## src/rtl/lz77_pkg.sv

```systemverilog
// lz77_pkg: shared geometry, field widths and FSM state type for the LZ77 encoder
// and its matching decoder.
//
// Contents:
//   SEARCH_DEPTH, LOOKAHEAD, MAX_LEN  buffer geometry (MAX_LEN = LOOKAHEAD-1)
//   TERM_CHAR                         end-of-stream byte ('$')
//   POS_W, LEN_W                      triple field widths
//   CNT_W, LA_IDX_W                   buffer fill-count and look-ahead index widths
//   lz77_state_e                      encoder FSM states
package lz77_pkg;

   localparam int unsigned SEARCH_DEPTH = 9;
   localparam int unsigned LOOKAHEAD    = 8;
   localparam int unsigned MAX_LEN      = LOOKAHEAD - 1;
   localparam logic [7:0]  TERM_CHAR    = 8'h24;

   localparam int unsigned POS_W    = 4;
   localparam int unsigned LEN_W    = 3;
   localparam int unsigned CNT_W    = 4;
   localparam int unsigned LA_IDX_W = 3;

   typedef enum logic [2:0] {
      FILL,
      SCAN,
      EMIT,
      SHIFT,
      DONE
   } lz77_state_e;

endpackage

```

## src/rtl/lz77_match_len.sv

```systemverilog
// lz77_match_len: combinational match length for one candidate search position.
//
// Ports:
//   search_buf  in   search buffer, entry 0 = most recent byte
//   la_buf      in   look-ahead buffer, entry 0 = next byte to encode
//   search_cnt  in   number of valid search entries
//   la_cnt      in   number of valid look-ahead entries
//   cand_pos    in   candidate position p (distance-1)
//   match_len   out  match length at p, capped at MAX_LEN and la_cnt-1; 0 if p ineligible
module lz77_match_len
   import lz77_pkg::*;
(
   input  logic [SEARCH_DEPTH-1:0][7:0] search_buf,
   input  logic [LOOKAHEAD-1:0][7:0]    la_buf,
   input  logic [CNT_W-1:0]             search_cnt,
   input  logic [CNT_W-1:0]             la_cnt,
   input  logic [POS_W-1:0]             cand_pos,
   output logic [LEN_W-1:0]             match_len
);

   logic [LEN_W-1:0] cap;
   logic [LEN_W-1:0] len;
   logic             run;
   logic [7:0]       win;

   always_comb begin
      cap = '0;
      len = '0;
      run = 1'b1;
      win = '0;

      // Keep at least one look-ahead byte for the literal.
      if (la_cnt > CNT_W'(MAX_LEN)) begin
         cap = LEN_W'(MAX_LEN);
      end else if (la_cnt != '0) begin
         cap = LEN_W'(la_cnt - 1'b1);
      end

      for (int i = 0; i < MAX_LEN; i++) begin
         // Once the window runs past the search buffer it continues into the
         // look-ahead itself, which is what allows overlapping matches.
         if (i <= int'(cand_pos)) begin
            win = search_buf[POS_W'(int'(cand_pos) - i)];
         end else begin
            win = la_buf[LA_IDX_W'(i - int'(cand_pos) - 1)];
         end
         if (run && (LEN_W'(i) < cap) && (la_buf[LA_IDX_W'(i)] == win) &&
             (la_buf[LA_IDX_W'(i)] != TERM_CHAR)) begin
            len = len + 1'b1;
         end else begin
            run = 1'b0;
         end
      end

      if (cand_pos >= search_cnt) begin
         len = '0;
      end
      match_len = len;
   end

endmodule

```

## src/rtl/lz77_encoder.sv

```systemverilog
// lz77_encoder: streaming LZ77 encoder producing (code_pos, code_len, char_nxt)
// triples. Bytes enter a look-ahead buffer, one search position is evaluated per
// SCAN cycle, the best match is emitted, then L+1 bytes are shifted into the
// search buffer.
//
// Ports:
//   clk        in   rising-edge clock
//   reset      in   asynchronous active-low reset
//   in_valid   in   chardata valid
//   in_ready   out  byte accepted this cycle when in_valid=1
//   chardata   in   input byte
//   out_valid  out  triple valid
//   out_ready  in   sink accepts triple
//   code_pos   out  match distance-1 (0 = most recent byte)
//   code_len   out  match length
//   char_nxt   out  literal following the match
//   encode     out  high once out of reset
//   finish     out  sticky, set when the TERM_CHAR triple is accepted
//   stat_codes out  accepted triples, saturating (LZ77_ENCODER_STATS_EN only)
//   stat_chars out  accepted bytes, saturating (LZ77_ENCODER_STATS_EN only)
//
// Build option: define LZ77_ENCODER_STATS_EN to add the statistics counters.
module lz77_encoder
   import lz77_pkg::*;
(
   input  logic             clk,
   input  logic             reset,
   input  logic             in_valid,
   output logic             in_ready,
   input  logic [7:0]       chardata,
   output logic             out_valid,
   input  logic             out_ready,
   output logic [POS_W-1:0] code_pos,
   output logic [LEN_W-1:0] code_len,
   output logic [7:0]       char_nxt,
   output logic             encode,
   output logic             finish
`ifdef LZ77_ENCODER_STATS_EN
   ,
   output logic [15:0]      stat_codes,
   output logic [15:0]      stat_chars
`endif
);

   lz77_state_e                  state_q, state_d;
   logic [SEARCH_DEPTH-1:0][7:0] search_q, search_d;
   logic [LOOKAHEAD-1:0][7:0]    la_q, la_d;
   logic [CNT_W-1:0]             search_cnt_q, search_cnt_d;
   logic [CNT_W-1:0]             la_cnt_q, la_cnt_d;
   logic                         term_seen_q, term_seen_d;
   logic [POS_W-1:0]             scan_p_q, scan_p_d;
   logic [LEN_W-1:0]             best_len_q, best_len_d;
   logic [POS_W-1:0]             best_pos_q, best_pos_d;
   logic [LEN_W:0]               shift_cnt_q, shift_cnt_d;
   logic                         in_ready_q, in_ready_d;
   logic                         out_valid_q, out_valid_d;
   logic [POS_W-1:0]             code_pos_q, code_pos_d;
   logic [LEN_W-1:0]             code_len_q, code_len_d;
   logic [7:0]                   char_nxt_q, char_nxt_d;
   logic                         encode_q, encode_d;
   logic                         finish_q, finish_d;

   logic [LEN_W-1:0] cand_len;
   logic [LEN_W-1:0] scan_len;
   logic [POS_W-1:0] scan_pos;
   logic             byte_accept;
   logic             code_accept;

   assign byte_accept = in_valid & in_ready_q;
   assign code_accept = out_valid_q & out_ready;

   lz77_match_len u_match_len (
      .search_buf (search_q),
      .la_buf     (la_q),
      .search_cnt (search_cnt_q),
      .la_cnt     (la_cnt_q),
      .cand_pos   (scan_p_q),
      .match_len  (cand_len)
   );

   always_comb begin
      state_d      = state_q;
      search_d     = search_q;
      la_d         = la_q;
      search_cnt_d = search_cnt_q;
      la_cnt_d     = la_cnt_q;
      term_seen_d  = term_seen_q;
      scan_p_d     = scan_p_q;
      best_len_d   = best_len_q;
      best_pos_d   = best_pos_q;
      shift_cnt_d  = shift_cnt_q;
      out_valid_d  = out_valid_q;
      code_pos_d   = code_pos_q;
      code_len_d   = code_len_q;
      char_nxt_d   = char_nxt_q;
      finish_d     = finish_q;
      encode_d     = 1'b1;
      scan_len     = best_len_q;
      scan_pos     = best_pos_q;

      unique case (state_q)
         FILL: begin
            if (term_seen_q || (la_cnt_q == CNT_W'(LOOKAHEAD))) begin
               state_d    = SCAN;
               scan_p_d   = '0;
               best_len_d = '0;
               best_pos_d = '0;
            end else if (byte_accept) begin
               la_d[la_cnt_q[LA_IDX_W-1:0]] = chardata;
               la_cnt_d = la_cnt_q + 1'b1;
               if (chardata == TERM_CHAR) begin
                  term_seen_d = 1'b1;
               end
               if ((chardata == TERM_CHAR) || (la_cnt_q == CNT_W'(LOOKAHEAD - 1))) begin
                  state_d    = SCAN;
                  scan_p_d   = '0;
                  best_len_d = '0;
                  best_pos_d = '0;
               end
            end
         end

         SCAN: begin
            // Strictly longer only, so the smallest p wins a tie.
            if (cand_len > best_len_q) begin
               scan_len = cand_len;
               scan_pos = scan_p_q;
            end
            best_len_d = scan_len;
            best_pos_d = scan_pos;
            if (scan_p_q == POS_W'(SEARCH_DEPTH - 1)) begin
               state_d     = EMIT;
               out_valid_d = 1'b1;
               code_pos_d  = scan_pos;
               code_len_d  = scan_len;
               char_nxt_d  = la_q[scan_len];
            end else begin
               scan_p_d = scan_p_q + 1'b1;
            end
         end

         EMIT: begin
            if (out_ready) begin
               out_valid_d = 1'b0;
               if (char_nxt_q == TERM_CHAR) begin
                  finish_d = 1'b1;
                  state_d  = DONE;
               end else begin
                  shift_cnt_d = {1'b0, code_len_q} + 1'b1;
                  state_d     = SHIFT;
               end
            end
         end

         SHIFT: begin
            search_d = {search_q[SEARCH_DEPTH-2:0], la_q[0]};
            la_d     = {8'h00, la_q[LOOKAHEAD-1:1]};
            la_cnt_d = la_cnt_q - 1'b1;
            if (search_cnt_q != CNT_W'(SEARCH_DEPTH)) begin
               search_cnt_d = search_cnt_q + 1'b1;
            end
            shift_cnt_d = shift_cnt_q - 1'b1;
            if (shift_cnt_q == (LEN_W + 1)'(1)) begin
               state_d = FILL;
            end
         end

         DONE: begin
            out_valid_d = 1'b0;
         end

         default: begin
            state_d = FILL;
         end
      endcase

      // Registered ready: only in FILL, with room and no terminator yet.
      in_ready_d = (state_d == FILL) && !term_seen_d && (la_cnt_d < CNT_W'(LOOKAHEAD));
   end

   always_ff @(posedge clk or negedge reset) begin
      if (!reset) begin
         state_q      <= FILL;
         search_q     <= '0;
         la_q         <= '0;
         search_cnt_q <= '0;
         la_cnt_q     <= '0;
         term_seen_q  <= 1'b0;
         scan_p_q     <= '0;
         best_len_q   <= '0;
         best_pos_q   <= '0;
         shift_cnt_q  <= '0;
         in_ready_q   <= 1'b0;
         out_valid_q  <= 1'b0;
         code_pos_q   <= '0;
         code_len_q   <= '0;
         char_nxt_q   <= '0;
         encode_q     <= 1'b0;
         finish_q     <= 1'b0;
      end else begin
         state_q      <= state_d;
         search_q     <= search_d;
         la_q         <= la_d;
         search_cnt_q <= search_cnt_d;
         la_cnt_q     <= la_cnt_d;
         term_seen_q  <= term_seen_d;
         scan_p_q     <= scan_p_d;
         best_len_q   <= best_len_d;
         best_pos_q   <= best_pos_d;
         shift_cnt_q  <= shift_cnt_d;
         in_ready_q   <= in_ready_d;
         out_valid_q  <= out_valid_d;
         code_pos_q   <= code_pos_d;
         code_len_q   <= code_len_d;
         char_nxt_q   <= char_nxt_d;
         encode_q     <= encode_d;
         finish_q     <= finish_d;
      end
   end

   assign in_ready  = in_ready_q;
   assign out_valid = out_valid_q;
   assign code_pos  = code_pos_q;
   assign code_len  = code_len_q;
   assign char_nxt  = char_nxt_q;
   assign encode    = encode_q;
   assign finish    = finish_q;

`ifdef LZ77_ENCODER_STATS_EN
   logic [15:0] stat_codes_q, stat_codes_d;
   logic [15:0] stat_chars_q, stat_chars_d;

   always_comb begin
      stat_codes_d = stat_codes_q;
      stat_chars_d = stat_chars_q;
      if (code_accept && (stat_codes_q != 16'hFFFF)) begin
         stat_codes_d = stat_codes_q + 16'd1;
      end
      if (byte_accept && (stat_chars_q != 16'hFFFF)) begin
         stat_chars_d = stat_chars_q + 16'd1;
      end
   end

   always_ff @(posedge clk or negedge reset) begin
      if (!reset) begin
         stat_codes_q <= '0;
         stat_chars_q <= '0;
      end else begin
         stat_codes_q <= stat_codes_d;
         stat_chars_q <= stat_chars_d;
      end
   end

   assign stat_codes = stat_codes_q;
   assign stat_chars = stat_chars_q;
`else
   logic unused_code_accept;
   assign unused_code_accept = code_accept;
`endif

endmodule
```

## config.mk

```make
export PLATFORM = sky130hd
export DESIGN_NAME = lz77_encoder
export DESIGN_NICKNAME = d
export VERILOG_FILES = /design/src/rtl/lz77_pkg.sv /design/src/rtl/lz77_match_len.sv /design/src/rtl/lz77_encoder.sv
export SDC_FILE = /design/constraint.sdc
export NUM_CORES = 1
export LEC_CHECK = 0
export ABC_AREA = 1
export CORE_ASPECT_RATIO = 0.6
export CORE_UTILIZATION = 55
export DETAILED_ROUTE_END_ITERATION = 10
export GPL_TIMING_DRIVEN = 1
export PLACE_DENSITY = 0.72
export SLEW_MARGIN = 20
export SYNTH_ARGS = -nofsm -noshare
export SYNTH_HDL_FRONTEND = slang
export SYNTH_SLANG_ARGS = --single-unit
```

## constraint.sdc

```tcl
create_clock -name clk -period 9.1 [get_ports clk]
set_clock_uncertainty 0.15 [all_clocks]
set_input_delay 1.82 -clock clk [delete_from_list [all_inputs] [get_ports clk]]
set_output_delay 1.82 -clock clk [all_outputs]
set_load 0.03 [all_outputs]
```

; Word-level counts from Yosys, hierarchy flattened
; Cells that the tools add are included.
; W data, S select, Z words.
[word_totals]
memories = 0
out_inout_bits = 19
wordCells = 207
ram_bits = 0
latch_bits = 0
regBits = 182
mem_bits_ro = 0
in_bits = 12
[classes]
mux = 76
order_cmp = 21
add_sub_neg = 18
eq_ne = 27
div = 0
bitwise_logic = 1
reduce_logical = 32
shift = 0
n_mul = 0
[op_table]
columns = op, count
row1 = $mux W8, 19
row2 = $bmux W8 S4, 4
row3 = $mux W64, 2
row4 = $pmux W64 S2, 1
row5 = $bmux W8 S3, 4
row6 = $bwmux W64, 1
row7 = $mux W3, 18
row8 = $mux W4, 9
row9 = $eq A8 B8 Y1, 4
row10 = $ne A8 B6 Y1 const B, 4
row11 = $pmux W4 S2, 4
row12 = $demux W8 S3, 1
row13 = $lt A4 B6 Y1 const B, 4
row14 = $eq A8 B6 Y1 const B, 2
row15 = $lt A3 B5 Y1 const B, 3
row16 = $pmux W3 S5, 1
row17 = $reduce_and A3 Y1, 5
row18 = $logic_and A1 B1 Y1, 14
row19 = $add A4 B1 Y4 const B, 3
row20 = $ne A2 B2 Y1 const B, 6
row21 = $sub A4 B1 Y4 const B, 3
row22 = $mux W1, 10
row23 = $sub A3 B2 Y3 const B, 3
row24 = $eq A4 B4 Y1 const B, 2
row25 = 34 further kinds, 48

; Logic depth before layout (Yosys ltp)
; Gate-level depths: netlist of run 1.
[depth]
depth_word = 25
ltp_mapped = 46
mapped_depth_nobuf = 41

; Cells and area by module
; Synthesis of run 1 repeated with hierarchy kept, for this count alone.
[hier_totals]
hier_cells = 2073
hier_area_um2 = 13843.3
[modules_own_cells]
columns = mod, cells_each, seq_area_each_um2, area_each_um2, n_inst
row1 = lz77_encoder, 1039, 4554.4, 8909.8, 1
row2 = lz77_match_len, 1034, 0.0, 4933.5, 1

; Least setup slack after synthesis of run 1
; OpenSTA, ideal clock, no wires.
[synth_timing]
path_type = register to register
from = register scan_p_q[1]
to = register char_nxt_q[2] (netlist: char_nxt[2])
slack_ns = 2.450
path_stages_with_launch = 45
path_buffers = 7
required_ns = 8.826
arrival_time_ns = 6.376
period_less_slack_ns = 6.650
setup_time_ns = 0.124
cell_sequence = dfrtp_1 inv_2 buf_2 buf_2 buf_2 ha_1 clkbuf_1 inv_1 clkbuf_1 buf_1 o21ai_0 a31oi_1 o21ai_0 o211ai_1 a21oi_1 nor3_1 nand4_1 nor2_1 [... 9 more ...] inv_1 ha_1 nand3b_1 nand3_1 inv_1 ha_1 a31oi_1 nand2_1 inv_1 a31oi_1 inv_1 nand2_1 clkbuf_1 nand3_1 nand3_1 nand2_1 nand2_1 nand3_1
[synth_between]
elab_chain_len = 25
word_cells_on_any_way = 70
classes_between = add/sub: 12 / order compare: 5 / eq/ne: 5 / mux: 36 / reduce/logical: 12
[synth_rtl]
columns = item, line_no
row1 = "start, declared", lz77_encoder.sv:51  ; logic [POS_W-1:0] scan_p_q, scan_p_d;
row2 = "start signal, assigned", lz77_encoder.sv:207  ; scan_p_q <= scan_p_d;
row3 = branches (longest 25 deep; another with $sub A1 B3 Y3), n/a
row4 = "end signal, assigned", lz77_encoder.sv:215  ; char_nxt_q <= char_nxt_d;
row5 = "end, declared", lz77_encoder.sv:59  ; logic [7:0] char_nxt_q, char_nxt_d;
; Parallel ways; which one is timed is not known. The select of a mux whose other input is x is not followed.
; A chain may end at the register's enable or synchronous reset.

; Worst setup path after layout of run 1
[layout_timing]
from = register scan_p_q[2]
to = register char_nxt_q[7] (netlist: char_nxt[7])
; Same word-level chain as after synthesis.

==> flow_summary_export.csv, run 1 <==
group,metric,value,unit
cts,cts_setup_buffers,0,
sta,fmax,117.9,MHz
placed_design,port_buffers,30,
global_routing,use_met2,51.09,%
die,io_pins,31,
worst_setup_path,crit_path_end_kind,"register",
sta,worst-slew-pin-transition,1.181,ns
worst_hold_path,worstHoldPathType,"register to register",
die,fp.dieW,200.1,um
placed_design,dp_hpwl,34610,um
die,die_height,120.9,um
routing,wire_per_inst,21.40,um
cts,cts_resized,0,
global_routing,grt_pass1_vias,12450,
yosys,ys_seq_area_share,35.17,%
layout,final_common_cell,"nand2_1",
routing,first_iter_violations,1852,
sta,fin_crit_sh,93.19,%
cts,ctsHtreeMaxLevel,4,
layout,max_flop_register,"search_q",
worst_setup_path,slowest_delay,0.62,ns
layout,mostFrequentLayoutCells,"nand2_1 (642), nand3_1 (245), o21ai_0 (224), dfrtp_1 (181), inv_1 (163)",
power_and_ir_drop,p_per_area,437.6,nW/um^2
cts,cts_buffers,17,
sta,finalHoldViolCount,0,
worst_setup_path,worstPathArrival,8.67,ns
yosys,synthCells,1969,
die,core_area,23080,um^2
sta,relSlewSlack,20.66,%
worst_setup_path,critical-path-top-delay-family,"simple AND/OR/NAND/NOR gates",
cts,clk_pin_slew,0.07,ns
worst_setup_path,crit_type,"register to register",
worst_setup_path,cp_max_fo,34,
power_and_ir_drop,ir_drop,235.1,uV
cts,hold_buffers,0,
sta,finalSetupViolations,0,
cts,tritoncts,"built",
cts,clock_sinks,182,
power_and_ir_drop,p_leak,0.006287,uW
routing,dr.pass1.iters,6,
routing,drc_errors,0,
layout,area_delta_synth_final,7.131,%
sta,slew_violations,0,
cts,clk_latency,0.46,ns
layout,nets,1962,
global_routing,grt_max_degree,156,
routing,vias,14090,
worst_setup_path,cpMostUsedCell,"nand2_1",
worst_setup_path,worstPathBufferInverterCount,5,
yosys,synth_seq_cells,182,
global_routing,antenna_found_initial,1,
sta,period_minus_slack,8.480,ns
placed_design,gp_congestion,1.046,
global_routing,met1_usage,60.75,%
global_routing,grt_pass1_wl,73110,um
cts,clockBufferDepth,2,
layout,drive_gt1_share,4.025,%
layout,largest_register_ffs,72,
routing,routed_wl,48220,um
sta,fin_tns_setup,0,ns
worst_setup_path,required,9.29,ns
global_routing,met3_usage,20.57,%
die,initial_utilization,56.10,%
yosys,ys_types,48,
worst_setup_path,cp-start-kind,"register",
sta,finalHoldWorstSlack,0.3283,ns
run,drv_cap,0,
sta,rsz0062_at_grt,"no",
yosys,syn_area_per_cell,6.576,um^2
cts,cts_root_buf,"clkbuf_16",
global_routing,grt_usage,41.10,%
global_routing,top_usage_layer,"met1",
worst_setup_path,slowest_stage,"nor4_1",
global_routing,grt_overflow,0,
layout,antenna_cells,0,
routing,viasPerCell,6.255,
yosys,syn_area,12950,um^2
yosys,synthesis.nets,2005,
run_status,status,"finished clean",
die,rows,43,
yosys,yosys_warnings,0,
routing,ant_nets,0,
die,die-area,24180,um^2
layout make-up:
cell class	count	area, um^2
fillers	2257	9209
clock buffers	24	491.7
clock inverters	7	93.84
multi-input cells	1500	7212
well taps	315	394.1
flip-flops and latches	182	4558
repair buffers	47	444.2
inverters	178	678.2
power by group:
group          total, uW  switching, uW  internal, uW
clock network        769            337           432
registers           1450            350          1100
logic               3860           2750          1110
kinds of logic (layout without fill, tap and decap cells):
logic type	after synthesis	count (layout)	synth area share, %
flops	182	182	35.17
xor+xnor	18	18	1.276
other cells	1	1	0.02896
compound gates	435	435	18.64
buf+inv	287	256	9.383
fa+ha+maj	24	24	2.319
simple gates	1019	1019	32.95
mux	3	3	0.2319
per-layer routing:
layer  wire length [um]  part of all wire (%)  vias up
li1                   -                     -     6499
met1              21200                    44     6631
met2              18030                    37      884
met3               8048                    17       74
met4                764                   1.6        5
met5                172                  0.36        -
final timing paths:
kind                                   from               to  slack [ns]  depth (start not counted)
worst max register to register  scan_p_q[2]      char_nxt[7]        0.62                         35
worst min register to register       finish           finish        0.33                          2
min in group asynchronous             reset  search_cnt_q[1]        1.31                          1
max in group asynchronous             reset      search_q[5]        6.06                          2
worst max-delay path            scan_p_q[2]      char_nxt[7]        0.62                         35
worst min-delay path                 finish           finish        0.33                          2
worst min-delay path, cell delays in order, from the launching register on:
cell	delay, ns
dfrtp_1	0.35
inv_1	0.05
nand2_1	0.05
synth_stat cells, drive strengths merged:
| cell | instances | area, um^2 |
|---|---|---|
| a211oi | 1 | 7.510 |
| a21boi | 1 | 7.510 |
| a21oi | 64 | 324.1 |
| a221oi | 2 | 17.52 |
| a31oi | 11 | 68.82 |
| a32oi | 3 | 26.28 |
| and3 | 1 | 6.260 |
| buf | 58 | 347.8 |
| clkbuf | 51 | 191.4 |
| clkinv | 5 | 23.77 |
| conb | 1 | 3.750 |
| dfrtp | 182 | 4554 |
| ha | 24 | 300.3 |
| inv | 173 | 651.9 |
| mux2i | 3 | 30.03 |
| nand2 | 645 | 2439 |
| nand3 | 247 | 1246 |
| nand3b | 1 | 7.510 |
| nand4 | 17 | 106.4 |
| nor2 | 84 | 327.8 |
| nor3 | 14 | 70.07 |
| nor3b | 1 | 7.510 |
| nor4 | 8 | 50.05 |
| o2111ai | 1 | 8.760 |
| o211ai | 30 | 225.2 |
| o21a | 1 | 7.510 |
| o21ai | 245 | 1226 |
| o221ai | 3 | 26.28 |
| o22ai | 68 | 425.4 |
| o31ai | 1 | 7.510 |
| o32ai | 3 | 26.28 |
| o41ai | 1 | 8.760 |
| or2 | 1 | 6.260 |
| xnor2 | 3 | 26.28 |
| xor2 | 15 | 138.9 |
through the flow:
stage | utilization [%] | instance area, um^2 | total power [uW] | setup WS [ns] | cells
5_1_grt | 60.10 | 13870 | 6466 | 0.2411 | 2253
6_report | 60.10 | 13870 | 6070 | 0.6196 | 2253
3_5_place_dp | 57.52 | 13280 | 5090 | 1.103 | 2222
4_1_cts | 60.05 | 13860 | 5872 | 1.085 | 2253
2_1_floorplan | - | 12950 | 3973 | 2.450 | 1969
3_3_place_gp | 57.50 | 13270 | 5059 | 1.293 | 2222
(Power assumes the default switching activity.)
==> inputs of run 2 (changes only) <==
--- a/config.mk
+++ b/config.mk
@@ -11,7 +11,6 @@
 export DETAILED_ROUTE_END_ITERATION = 10
 export GPL_TIMING_DRIVEN = 1
 export PLACE_DENSITY = 0.72
-export SLEW_MARGIN = 20
 export SYNTH_ARGS = -nofsm -noshare
 export SYNTH_HDL_FRONTEND = slang
 export SYNTH_SLANG_ARGS = --single-unit
==> run 2 against run 1 <==
Net effect: total power grew 0.33%; worst hold slack is essentially flat; setup slack lost 0.038 ns; fmax shrank 0.45%; critical path type unchanged; critical path depth is the same; sequential share of layout area is essentially flat; core utilization is essentially flat; largest power group unchanged.
==> flow_summary_export.csv, run 2 (synthesis results as in run 1) <==
group,metric,value,unit
run_status,status,"finished clean",
routing,vias,14140,
global_routing,grt_overflow,0,
global_routing,grt_pass1_vias,12510,
global_routing,grt_max_degree,156,
power_and_ir_drop,p_seq_share,23.7,%
worst_setup_path,cp_max_fo,34,
routing,drc_errors,0,
layout,largest_register_ffs,72,
worst_setup_path,cpMostUsedCell,"nand2_1",
die,core_area,23080,um^2
routing,ant_nets,0,
routing,routed_wl,48470,um
sta,fin_tns_setup,0,ns
power_and_ir_drop,power.total,6091,uW
sta,relSlewSlack,9.785,%
power_and_ir_drop,combPwrFrac,63.2,%
sta,rsz0062_at_grt,"no",
run,drv_cap,0,
global_routing,grt_pass1_wl,73700,um
worst_hold_path,worstHoldPathType,"register to register",
global_routing,antenna_found_initial,0,
power_and_ir_drop,switchingPower,3430,uW
worst_setup_path,crit_path_end_kind,"register",
cts,cts_setup_buffers,0,
cts,hold_buffers,0,
cts,cts_root_buf,"clkbuf_16",
routing,first_iter_violations,1996,
placed_design,port_buffers,30,
power_and_ir_drop,swShare,56.32,%
sta,worst-slew-pin-transition,1.344,ns
sta,fin_crit_sh,93.61,%
worst_setup_path,slowest_stage,"nand3_2",
power_and_ir_drop,p_int,2660,uW
sta,finalSetupViolations,0,
worst_setup_path,required,9.29,ns
cts,ctsHtreeMaxLevel,4,
sta,slew_violations,0,
power_and_ir_drop,ir_drop,247.1,uV
layout,mostFrequentLayoutCells,"nand2_1 (642), nand3_1 (245), o21ai_0 (224), dfrtp_1 (181), inv_1 (163)",
layout,max_flop_register,"search_q",
die,initial_utilization,56.10,%
cts,cts_buffers,17,
power_and_ir_drop,clockPowerShare,13.1,%
sta,fmax,117.4,MHz
layout,nets,1962,
cts,clk_latency,0.46,ns
layout,fillCellCount,2268,
routing,dr.pass1.iters,6,
cts,clk_pin_slew,0.07,ns
layout,final_common_cell,"nand2_1",
worst_setup_path,critical-path-top-delay-family,"simple AND/OR/NAND/NOR gates",
die,die_height,120.9,um
placed_design,pre_cts_ws,1.109,ns
power_and_ir_drop,p_per_area,438.9,nW/um^2
sta,finalHoldViolCount,0,
placed_design,gp_congestion,1.046,
routing,viasPerCell,6.279,
cts,clock_sinks,182,
worst_setup_path,slowest_delay,0.64,ns
routing,wire_per_inst,21.52,um
worst_setup_path,cp-start-kind,"register",
worst_setup_path,crit_type,"register to register",
cts,tritoncts,"built",
cts,cts_resized,0,
cts,clockBufferDepth,2,
worst_setup_path,worstPathArrival,8.71,ns
die,rows,43,
die,die-area,24180,um^2
layout,antenna_cells,0,
layout,drive_gt1_share,3.820,%
die,io_pins,31,
sta,period_minus_slack,8.519,ns
sta,fin_ws,0.5811,ns
die,fp.dieW,200.1,um
worst_setup_path,worstPathBufferInverterCount,5,
layout,area_delta_synth_final,7.179,%
global_routing,grt_usage,41.23,%
power_and_ir_drop,p_leak,0.006289,uW
placed_design,dp_hpwl,34610,um
[run 2: cell count changes in the layout (fill, tap and decap cells not counted), sizes merged]
| cell | previous run | this run |
|---|---|---|
| bufinv | 2 | 3 |
| clkbuf | 25 | 24 |
| clkinv | 7 | 6 |
[run 2: area by class of cell]
cell class	count	area [um^2]	area share, %
clock inverter	7	118.9	0.8565
inverter	178	678.2	4.886
multi-input combinational	1500	7197	51.86
sequential	182	4558	32.84
timing repair buffer	47	444.2	3.201
tap	315	394.1	2.840
clock buffer	23	488.0	3.516
[run 2: worst min-delay path, stage by stage, from the launching register on]
cell and delay (ns):
dfrtp_1 0.35, inv_1 0.05, nand2_1 0.05
[run 2: final timing paths]
kind	slack, ns	start	endpoint	cells past startpoint
min	0.33	finish	finish	2
max in group asynchronous	6.03	reset	search_q[63]	2
max	0.58	scan_p_q[2]	char_nxt[2]	35
max reg2reg	0.58	scan_p_q[2]	char_nxt[2]	35
min in group asynchronous	1.32	reset	search_cnt_q[1]	1
min reg2reg	0.33	finish	finish	2
[run 2: per-stage QoR]
step	area, um^2	hold slack, ns	cells	utilization, %
2_1_floorplan	12950	0.3030	1969	-
6_report	13880	0.3288	2252	60.13
3_5_place_dp	13270	0.3175	2222	57.50
4_1_cts	13880	0.3351	2252	60.13
5_1_grt	13880	0.3562	2252	60.13
3_3_place_gp	13270	0.2971	2222	57.50
[run 2: power by group through the flow]
stage               clock network [uW]  logic (uW)  registers (uW)
floorplan                            0        2630            1340
global placement                     0        3620            1430
detailed placement                   0        3660            1430
CTS                                799        3680            1420
global route                       834        4190            1470
finish                             799        3850            1440
[run 2: metal layers]
metal | GRT usage (%) | vias to the layer above | wire length, um
met5 | 0.4357 | - | 22
met4 | 10.07 | 2 | 984
met3 | 21.23 | 86 | 7803
met2 | 51.02 | 865 | 17990
met1 | 61.04 | 6694 | 21670
li1 | - | 6494 | -
==> inputs of run 3 (changes only) <==
--- a/config.mk
+++ b/config.mk
@@ -7,10 +7,9 @@
 export LEC_CHECK = 0
 export ABC_AREA = 1
 export CORE_ASPECT_RATIO = 0.6
-export CORE_UTILIZATION = 55
+export CORE_UTILIZATION = 45
 export DETAILED_ROUTE_END_ITERATION = 10
 export GPL_TIMING_DRIVEN = 1
-export PLACE_DENSITY = 0.72
 export SYNTH_ARGS = -nofsm -noshare
 export SYNTH_HDL_FRONTEND = slang
 export SYNTH_SLANG_ARGS = --single-unit
==> run 3 against run 2 <==
Net effect: sequential power barely moved; total power is 2.4% higher; final cell count up 2.8%; first-iteration DRC count decreased by 2.7%; largest cell class unchanged; non-clock buffer count rose by 9; largest power group unchanged.
==> flow_summary_export.csv, run 3 (synthesis results as in run 1) <==
group,metric,value,unit
routing,ant_nets,0,
global_routing,grt_pass1_wl,78380,um
cts,clk_pin_slew,0.07,ns
layout,drive_gt1_share,4.466,%
worst_setup_path,r2r-end,"char_nxt[1]",
sta,finalHoldViolCount,0,
run,drv_cap,0,
worst_setup_path,cp_max_fo,64,
layout,mostFrequentLayoutCells,"nand2_1 (642), nand3_1 (245), o21ai_0 (224), dfrtp_1 (181), inv_1 (163)",
routing,first_iter_violations,1943,
routing,vias,14180,
sta,fin_crit_sh,93.66,%
power_and_ir_drop,p_int,2664,uW
worst_setup_path,worst-r2r-cell-count,36,
routing,routed_wl,52170,um
placed_design,dp_hpwl,38640,um
worst_hold_path,hp-start,"finish",
layout,nets,1971,
cts,tritoncts,"built",
worst_setup_path,rr_startpoint,"scan_p_q[0]",
worst_setup_path,cp-start-kind,"register",
power_and_ir_drop,swShare,57.30,%
global_routing,met1_usage,55.69,%
die,rows,47,
cts,cts_buffers,17,
cts,clock_sinks,182,
global_routing,grt_pass1_vias,12340,
power_and_ir_drop,power.total,6239,uW
global_routing,met3_usage,15.06,%
power_and_ir_drop,clockPowerShare,13.3,%
sta,worst-slew-pin-transition,1.196,ns
cts,cts_root_buf,"clkbuf_16",
die,io_pins,31,
worst_setup_path,r2r_setup_slack,0.58,ns
run_status,status,"finished clean",
sta,fmax,117.3,MHz
worst_setup_path,slowest_stage,"dfrtp_4",
power_and_ir_drop,combPwrFrac,63.4,%
global_routing,grt_usage,35.70,%
power_and_ir_drop,p_seq_share,23.4,%
routing,dr.pass1.iters,6,
placed_design,placed_cells,2283,
global_routing,top_usage_layer,"met1",
power_and_ir_drop,ir_drop,232.7,uV
global_routing,grt_overflow,0,
layout,area_delta_synth_final,8.426,%
power_and_ir_drop,p_leak,0.006338,uW
global_routing,use_met2,43.97,%
sta,fin_tns_setup,0,ns
power_and_ir_drop,p_per_area,444.4,nW/um^2
power_and_ir_drop,switchingPower,3575,uW
layout,largest_register_ffs,72,
routing,drc_errors,0,
cts,ctsHtreeMaxLevel,4,
die,fp.dieW,221.0,um
routing,viasPerCell,6.121,
worst_hold_path,hold-path-endpoint,"finish",
placed_design,placed_cell_area,13390,um^2
global_routing,grt_max_degree,87,
worst_setup_path,crit_type,"register to register",
sta,slew_violations,0,
layout,max_flop_register,"search_q",
placed_design,pre_cts_ws,0.8382,ns
sta,period_minus_slack,8.523,ns
worst_setup_path,slowest_delay,0.86,ns
routing,wire_per_inst,22.52,um
die,die-area,29480,um^2
placed_design,gp_congestion,1.009,
worst_setup_path,crit_path_end_kind,"register",
cts,clk_latency,0.47,ns
sta,fin_ws,0.5771,ns
die,core_area,27930,um^2
layout,multi_input_area,7204,um^2
worst_hold_path,worstHoldPathType,"register to register",
die,die_height,133.4,um
layout,stdcell_count,2316,
placed_design,port_buffers,30,
worst_setup_path,required,9.30,ns
sta,finalSetupViolations,0,
layout,fillCellCount,2837,
die,initial_utilization,46.36,%
layout,final_common_cell,"nand2_1",
cts,clockBufferDepth,2,
worst_setup_path,cpMostUsedCell,"nand3_1",
global_routing,antenna_found_initial,0,
worst_hold_path,hold_depth,2,
sta,rsz0062_at_grt,"no",
sta,relSlewSlack,19.72,%
layout,final_area,14040,um^2
worst_setup_path,worstPathArrival,8.72,ns
layout,seq_area,4558,um^2
[run 3: cell count changes in the layout (fill, tap and decap cells not counted), moves of 2 or more]
| cell | change |
|---|---|
| inv_8 | +2 |
| clkinv_4 | +3 |
| clkbuf_8 | -3 |
| buf_4 | +9 |
| clkbuf_1 | -2 |
[run 3: how the worst max path moves through the flow]
stage | from | to | slack [ns] | depth (start not counted)
CTS | scan_p_q[0] | char_nxt[6] | 0.84 | 37
global placement | scan_p_q[0] | char_nxt[6] | 0.88 | 36
detailed placement | scan_p_q[0] | char_nxt[5] | 0.84 | 37
global route | scan_p_q[0] | char_nxt[5] | 0.06 | 38
floorplan | scan_p_q[1] | char_nxt[2] | 2.45 | 44
finish | scan_p_q[0] | char_nxt[1] | 0.58 | 36
[run 3: final cells by class]
type                            count  area share, %
Sequential cell                   182          32.47
Clock buffer                       18          3.128
Inverter                          178          4.830
Clock inverter                     14          1.390
Timing Repair Buffer               56          3.583
Tap cell                          367          3.271
Multi-Input combinational cell   1500          51.31
Antenna cell                        1        0.01782
[run 3: metrics by stage]
step,hold WS [ns],util [%]
floorplan,0.3030,-
global placement,0.2960,47.94
detailed placement,0.2985,47.94
CTS,0.3182,50.21
global route,0.3365,50.25
finish,0.3190,50.26
[run 3: power by group through the flow]
stage | clock network (uW) | registers, uW | logic (uW)
floorplan | 0 | 1340 | 2630
global placement | 0 | 1460 | 3750
detailed placement | 0 | 1450 | 3780
CTS | 838 | 1440 | 3790
global route | 860 | 1490 | 4300
finish | 828 | 1460 | 3950
[run 3: repair_timing]
item | in CTS | in global routing
buffers inserted | 0 | 0
resized for setup | 0 | 2
hold buffers | 0 | 0
endpoints found under the setup margin | 0 | 8
[run 3: worst max-delay path: cells and delay by family, from the launching register on]
kind	cells	cell delay, ns
buf+inv	7	1.57
compound gates	4	1.10
flops	1	0.86
simple gates	21	3.55
fa+ha+maj	4	1.15
[run 3: per-layer routing]
metal  part of all wire (%)  up-vias  wire length [um]
met4                    1.3        0               691
li1                       -     6519                 -
met1                     48     6810             24930
met2                     36      795             19010
met3                     14       52              7533
met5                      0        -                 0
